**src/rtl/mux21_arbiter_if.sv**
```systemverilog
// Stream bundle between the two requesters, the shared 2:1 mux arbiter and the downstream consumer.
// master = producers/consumer side, slave = arbiter side.
interface mux21_arbiter_if #(
    parameter int WIDTH = 8
);
    logic             d0_valid;
    logic [WIDTH-1:0] d0_data;
    logic             d0_last;
    logic             d0_ready;
    logic             d1_valid;
    logic [WIDTH-1:0] d1_data;
    logic             d1_last;
    logic             d1_ready;
    logic             y_valid;
    logic [WIDTH-1:0] y_data;
    logic             y_last;
    logic             y_ready;
    logic             sel;
    logic             busy;

    modport master (
        output d0_valid, d0_data, d0_last, d1_valid, d1_data, d1_last, y_ready,
        input  d0_ready, d1_ready, y_valid, y_data, y_last, sel, busy
    );

    modport slave (
        input  d0_valid, d0_data, d0_last, d1_valid, d1_data, d1_last, y_ready,
        output d0_ready, d1_ready, y_valid, y_data, y_last, sel, busy
    );
endinterface

```
**src/rtl/mux21_arbiter.sv**
```systemverilog
// Burst-locked round-robin arbiter sharing one 2:1 mux between two valid/ready streams,
// with a one-entry registered output stage that sustains one beat per cycle.
module mux21_arbiter #(
    parameter int WIDTH = 8
) (
    input  logic              clk,
    input  logic              rst_n,
    mux21_arbiter_if.slave    bus
);
    localparam logic [1:0] ST_IDLE  = 2'd0;
    localparam logic [1:0] ST_LOCK0 = 2'd1;
    localparam logic [1:0] ST_LOCK1 = 2'd2;

    logic [1:0]       state_r;
    logic [1:0]       state_nxt_s;
    logic             prio_r;
    logic             prio_nxt_s;
    logic             y_valid_r;
    logic [WIDTH-1:0] y_data_r;
    logic             y_last_r;
    logic             sel_s;
    logic             busy_s;
    logic             out_free_s;
    logic             d0_ready_s;
    logic             d1_ready_s;
    logic             xfer_s;
    logic             xfer_last_s;
    logic [WIDTH-1:0] mux_y_s;

    function automatic logic [WIDTH-1:0] mux21(input logic s,
                                               input logic [WIDTH-1:0] d0,
                                               input logic [WIDTH-1:0] d1);
        return s ? d1 : d0;
    endfunction

    // Mux select, handshake readies and transfer detection for the granted port
    always_comb begin
        sel_s       = (state_r == ST_LOCK1);
        busy_s      = (state_r == ST_LOCK0) || (state_r == ST_LOCK1);
        out_free_s  = !y_valid_r || bus.y_ready;
        d0_ready_s  = (state_r == ST_LOCK0) && out_free_s;
        d1_ready_s  = (state_r == ST_LOCK1) && out_free_s;
        mux_y_s     = mux21(sel_s, bus.d0_data, bus.d1_data);
        xfer_s      = (bus.d0_valid && d0_ready_s) || (bus.d1_valid && d1_ready_s);
        xfer_last_s = sel_s ? bus.d1_last : bus.d0_last;
    end

    // Grant FSM; the priority pointer flips to the other port whenever a burst ends
    always_comb begin
        state_nxt_s = state_r;
        prio_nxt_s  = prio_r;
        case (state_r)
            ST_IDLE: begin
                if (bus.d0_valid && bus.d1_valid) begin
                    state_nxt_s = prio_r ? ST_LOCK1 : ST_LOCK0;
                end else if (bus.d0_valid) begin
                    state_nxt_s = ST_LOCK0;
                end else if (bus.d1_valid) begin
                    state_nxt_s = ST_LOCK1;
                end else begin
                    state_nxt_s = ST_IDLE;
                end
            end
            ST_LOCK0: begin
                if (xfer_s && xfer_last_s) begin
                    state_nxt_s = ST_IDLE;
                    prio_nxt_s  = 1'b1;
                end else begin
                    state_nxt_s = ST_LOCK0;
                end
            end
            ST_LOCK1: begin
                if (xfer_s && xfer_last_s) begin
                    state_nxt_s = ST_IDLE;
                    prio_nxt_s  = 1'b0;
                end else begin
                    state_nxt_s = ST_LOCK1;
                end
            end
            default: begin
                state_nxt_s = ST_IDLE;
            end
        endcase
    end

    // FSM state and priority pointer registers
    always_ff @(posedge clk or negedge rst_n) begin
        if (!rst_n) begin
            state_r <= ST_IDLE;
            prio_r  <= 1'b0;
        end else begin
            state_r <= state_nxt_s;
            prio_r  <= prio_nxt_s;
        end
    end

    // Output stage: a load wins over a drain so back-to-back beats keep y_valid high
    always_ff @(posedge clk or negedge rst_n) begin
        if (!rst_n) begin
            y_valid_r <= 1'b0;
            y_data_r  <= {WIDTH{1'b0}};
            y_last_r  <= 1'b0;
        end else if (xfer_s) begin
            y_valid_r <= 1'b1;
            y_data_r  <= mux_y_s;
            y_last_r  <= xfer_last_s;
        end else if (bus.y_ready) begin
            y_valid_r <= 1'b0;
        end else begin
            y_valid_r <= y_valid_r;
        end
    end

    assign bus.d0_ready = d0_ready_s;
    assign bus.d1_ready = d1_ready_s;
    assign bus.y_valid  = y_valid_r;
    assign bus.y_data   = y_data_r;
    assign bus.y_last   = y_last_r;
    assign bus.sel      = sel_s;
    assign bus.busy     = busy_s;
endmodule

```
**src/flat_wrapper.sv**
```systemverilog
// flat-port wrapper written by rule: the top's interface ports become plain ports
module mux21_arbiter_flat 
#(
    parameter int WIDTH = 8
)
  (clk, rst_n, bus_d0_valid, bus_d0_data, bus_d0_last, bus_d1_valid, bus_d1_data, bus_d1_last, bus_y_ready, bus_d0_ready, bus_d1_ready, bus_y_valid, bus_y_data, bus_y_last, bus_sel, bus_busy);
  mux21_arbiter_if #(.WIDTH(WIDTH)) bus_i ();
  input  logic clk;
  input  logic rst_n;
  input wire logic [$bits(bus_i.d0_valid)-1:0] bus_d0_valid;
  input wire logic [$bits(bus_i.d0_data)-1:0] bus_d0_data;
  input wire logic [$bits(bus_i.d0_last)-1:0] bus_d0_last;
  input wire logic [$bits(bus_i.d1_valid)-1:0] bus_d1_valid;
  input wire logic [$bits(bus_i.d1_data)-1:0] bus_d1_data;
  input wire logic [$bits(bus_i.d1_last)-1:0] bus_d1_last;
  input wire logic [$bits(bus_i.y_ready)-1:0] bus_y_ready;
  output wire logic [$bits(bus_i.d0_ready)-1:0] bus_d0_ready;
  output wire logic [$bits(bus_i.d1_ready)-1:0] bus_d1_ready;
  output wire logic [$bits(bus_i.y_valid)-1:0] bus_y_valid;
  output wire logic [$bits(bus_i.y_data)-1:0] bus_y_data;
  output wire logic [$bits(bus_i.y_last)-1:0] bus_y_last;
  output wire logic [$bits(bus_i.sel)-1:0] bus_sel;
  output wire logic [$bits(bus_i.busy)-1:0] bus_busy;
  assign bus_i.d0_valid = bus_d0_valid;
  assign bus_i.d0_data = bus_d0_data;
  assign bus_i.d0_last = bus_d0_last;
  assign bus_i.d1_valid = bus_d1_valid;
  assign bus_i.d1_data = bus_d1_data;
  assign bus_i.d1_last = bus_d1_last;
  assign bus_i.y_ready = bus_y_ready;
  assign bus_d0_ready = bus_i.d0_ready;
  assign bus_d1_ready = bus_i.d1_ready;
  assign bus_y_valid = bus_i.y_valid;
  assign bus_y_data = bus_i.y_data;
  assign bus_y_last = bus_i.y_last;
  assign bus_sel = bus_i.sel;
  assign bus_busy = bus_i.busy;
  mux21_arbiter #(.WIDTH(WIDTH)) u_core (.clk(clk), .rst_n(rst_n), .bus(bus_i));
endmodule
```
**config.mk**
```make
export PLATFORM = sky130hd
export DESIGN_NAME = mux21_arbiter_flat
export DESIGN_NICKNAME = d
export VERILOG_FILES = /design/src/rtl/mux21_arbiter_if.sv /design/src/rtl/mux21_arbiter.sv /design/src/flat_wrapper.sv
export SDC_FILE = /design/constraint.sdc
export NUM_CORES = 1
export LEC_CHECK = 0
export ABC_AREA = 1
export CORE_MARGIN = 2
export CORE_UTILIZATION = 53
export CTS_CLUSTER_DIAMETER = 150
export DETAILED_ROUTE_END_ITERATION = 10
export DONT_BUFFER_PORTS = 1
export PLACE_DENSITY = 0.71
export SLEW_MARGIN = 20
export SYNTH_ARGS = -nofsm -noshare
export SYNTH_HDL_FRONTEND = slang
export SYNTH_SLANG_ARGS = --single-unit
```
**constraint.sdc**
```tcl
create_clock -name clk -period 1.29 [get_ports clk]
set_input_delay 0.1935 -clock clk [delete_from_list [all_inputs] [get_ports clk]]
set_output_delay 0.1935 -clock clk [all_outputs]
set_load 0.03 [all_outputs]
```
==> results_dict.tcl <==
set metrics [dict create \
    outcome "finished, violations left" \
    violations "negative setup slack" \
    synthArstFlopShare_pct 100.0 \
    final-hold-violation-count 0 \
    dp.cells 110 \
    wl_per_cell_um 15.02 \
    first_pass_iters 4 \
    post-route-min-period_ns 1.514 \
    synth.largest_area_cell "dfrtp_1" \
    cts_buffers 3 \
    areaGrowthSynthToFinish_pct 43.63 \
    syn_avg_cell_area_sq_um 8.415 \
    core_sq_um 1318 \
    num_rows 13 \
    die_x_um 42.01 \
    wl_met1_um 772 \
    die_area_sq_um 1765 \
    ys_types 17 \
    path_class "register to register" \
    dr.first_iter.drc_count 9 \
    wl_um 1832 \
    gp_congestion 0.8209 \
    yosysWarnings 0 \
    critPathRequiredTime_ns 1.45 \
    top_layer "met4" \
    grt-ovfl-total 0 \
    ios 37 \
    report.final.setup_viol 16 \
    die_y_um 42.01 \
    period_share_pct 117.4 \
    finalInstanceArea_sq_um 1100 \
    synth_edf_count 0 \
    timing.final.ws_setup_ns -0.2240 \
    ys_dominant_reg_cell "dfrtp_1" \
    fin_util_pct 83.48 \
    clock_tree.buffer_depth 2 \
    netlist.area_leader.share_pct 42.48 \
    seq_area_frac_synth_pct 42.48 \
    syn-cell-area_sq_um 765.7 \
    htree_levels 1 \
    cp_max_fo 8 \
    clk_pin_slew_worst_paths_ns 0.09 \
    end_kind "register" \
    num_vias 672 \
    synth_area_leaders "dfrtp_1 (42%), nand2_1 (11%), o21ai_2 (9.2%)" \
    nets 135 \
    cts_tree "yes" \
    antenna_found_initial 0 \
    synth_common_cells "nand2_1 (23), inv_1 (14), dfrtp_1 (13), o21ai_0 (8), o21ai_2 (8)" \
    arrival_ns 1.68 \
    start_kind "register" \
    grt_pass1_vias 591 \
    drive_gt1_share_pct 53.27 \
    grt_pass1_wl_um 2656 \
    ant_nets 0 \
    synth-seq-cells 13 \
    maxCapViolCount 0 \
    fin_tns_setup_ns -2.108 \
    slew_headroom_pct 61.64 \
    synth.most_common_cell "nand2_1" \
    vdd_ir_drop_max_mv 2.172 \
    fin_hold_ws_ns 0.07262 \
    grt_max_degree 19 \
    p_leak_uw 0.0005535 \
    synth_fp_nets 118 \
    drc 0 \
    worstMarginPinSlew_ns 0.5735 \
    start_util_pct 58.12 \
    power.density_nw_per_um2 3148 \
    portBuffers 0 \
    clock_skew_ns 0.005526 \
    place_hpwl_um 1096 \
    syn_inst 91 \
    grt_usage_pct 19.82 \
    clock-sinks 13 \
    wl_met3_um 121 \
    antennaDiodeCount 0 \
    rsz0062_at_grt "yes" \
    routed-wl-met2_um 896 \
    hold_class "input pin to register" \
    vias_per_cell 5.508 \
    fin_cells 122 \
    clockRootBuffer "clkbuf_4" \
    clock_latency_ns 0.28 \
    final_max_slew_viol_count 0 \
    clock.fmax_ghz 0.6605 \
    post_dp_cell_area_sq_um 828.3 \
]
[where the power goes]
group / total (uW) / internal [uW] / switching [uW]
clock: 258 / 115 / 143
combinational: 2140 / 976 / 1170
sequential: 1060 / 608 / 454
total: 3460 / 1700 / 1760
[metal layers]
layer	GRT usage [%]	up-vias
met5	0	-
met4	4.375	0
met3	8.190	6
met2	34.69	28
met1	22.63	316
li1	-	322
[worst max-delay path: stages, from the launching register on]
cell,delay (ns)
dfrtp_1,0.44
inv_2,0.09
ha_4,0.18
buf_4,0.13
buf_8,0.13
o21ai_2,0.16
nand2_2,0.10
nand2_1,0.10
a21oi_2,0.07
[flip-flops by register name, summed over array words and instances (netlist names)]
| register | flops |
|---|---|
| u_core.prio_r | 1 |
| u_core.bus.y_valid | 1 |
| u_core.state_r | 2 |
| u_core.bus.y_data | 8 |
| u_core.bus.y_last | 1 |
[through the flow]
step	worst slack (ns)	total power, uW
global route	-0.2817	3660
floorplan	-0.05385	2196
detailed placement	-0.03778	2432
finish	-0.2240	3462
CTS	-0.1412	3007
global placement	0.01653	2386
[repair_timing]
item	4_1_cts	5_1_grt
gates resized for setup	24	26
endpoints found under the setup margin	14	15
pin swaps	3	19
setup buffers	4	3
hold buffers	1	0
hold endpoints to repair	13	0
[cells in the final DEF, fill, tap and decap left out, drive strengths merged]
cell type / netlist / final
nand2: 29 / 29
nand3: 4 / 4
a21boi: 2 / 2
buf: 3 / 14
clkbuf: 0 / 3
dfrtp: 13 / 13
ha: 4 / 4
o21ai: 17 / 17
clkinv: 0 / 1
dlygate4sd3: 0 / 1
inv: 15 / 15
a21oi: 2 / 2
nor2: 1 / 1
o211ai: 1 / 1
[worst paths after layout]
path | depth (start not counted) | startpoint | slack [ns] | endpoint
max | 8 | u_core.state_r[0] | -0.22 | u_core.state_r[1]
min | 2 | bus_d0_data[0] | 0.07 | u_core.bus.y_data[0]
max reg2reg | 8 | u_core.state_r[0] | -0.22 | u_core.state_r[1]
min reg2reg | 2 | u_core.prio_r | 0.57 | u_core.prio_r
max in group asynchronous | 1 | rst_n | 0.57 | u_core.bus.y_data[7]
min in group asynchronous | 1 | rst_n | 0.34 | u_core.bus.y_valid
[cells by family after synthesis]
group	after synthesis	share of synthesized area, %
buffers and inverters	18	12.42
DFF	13	42.48
adders and majority gates	4	6.536
and+or+nand+nor	34	19.28
AOI/OAI and AO/OA	22	19.28
[cell type report]
type,instances,area [sq um]
Sequential cell,13,325.3
Timing Repair Buffer,15,153.9
Clock buffer,3,22.52
Tap cell,15,18.77
Multi-Input combinational cell,60,513.0
Fill cell,68,217.7
Inverter,15,61.31
Clock inverter,1,5.005
(Power assumes the default switching activity.)
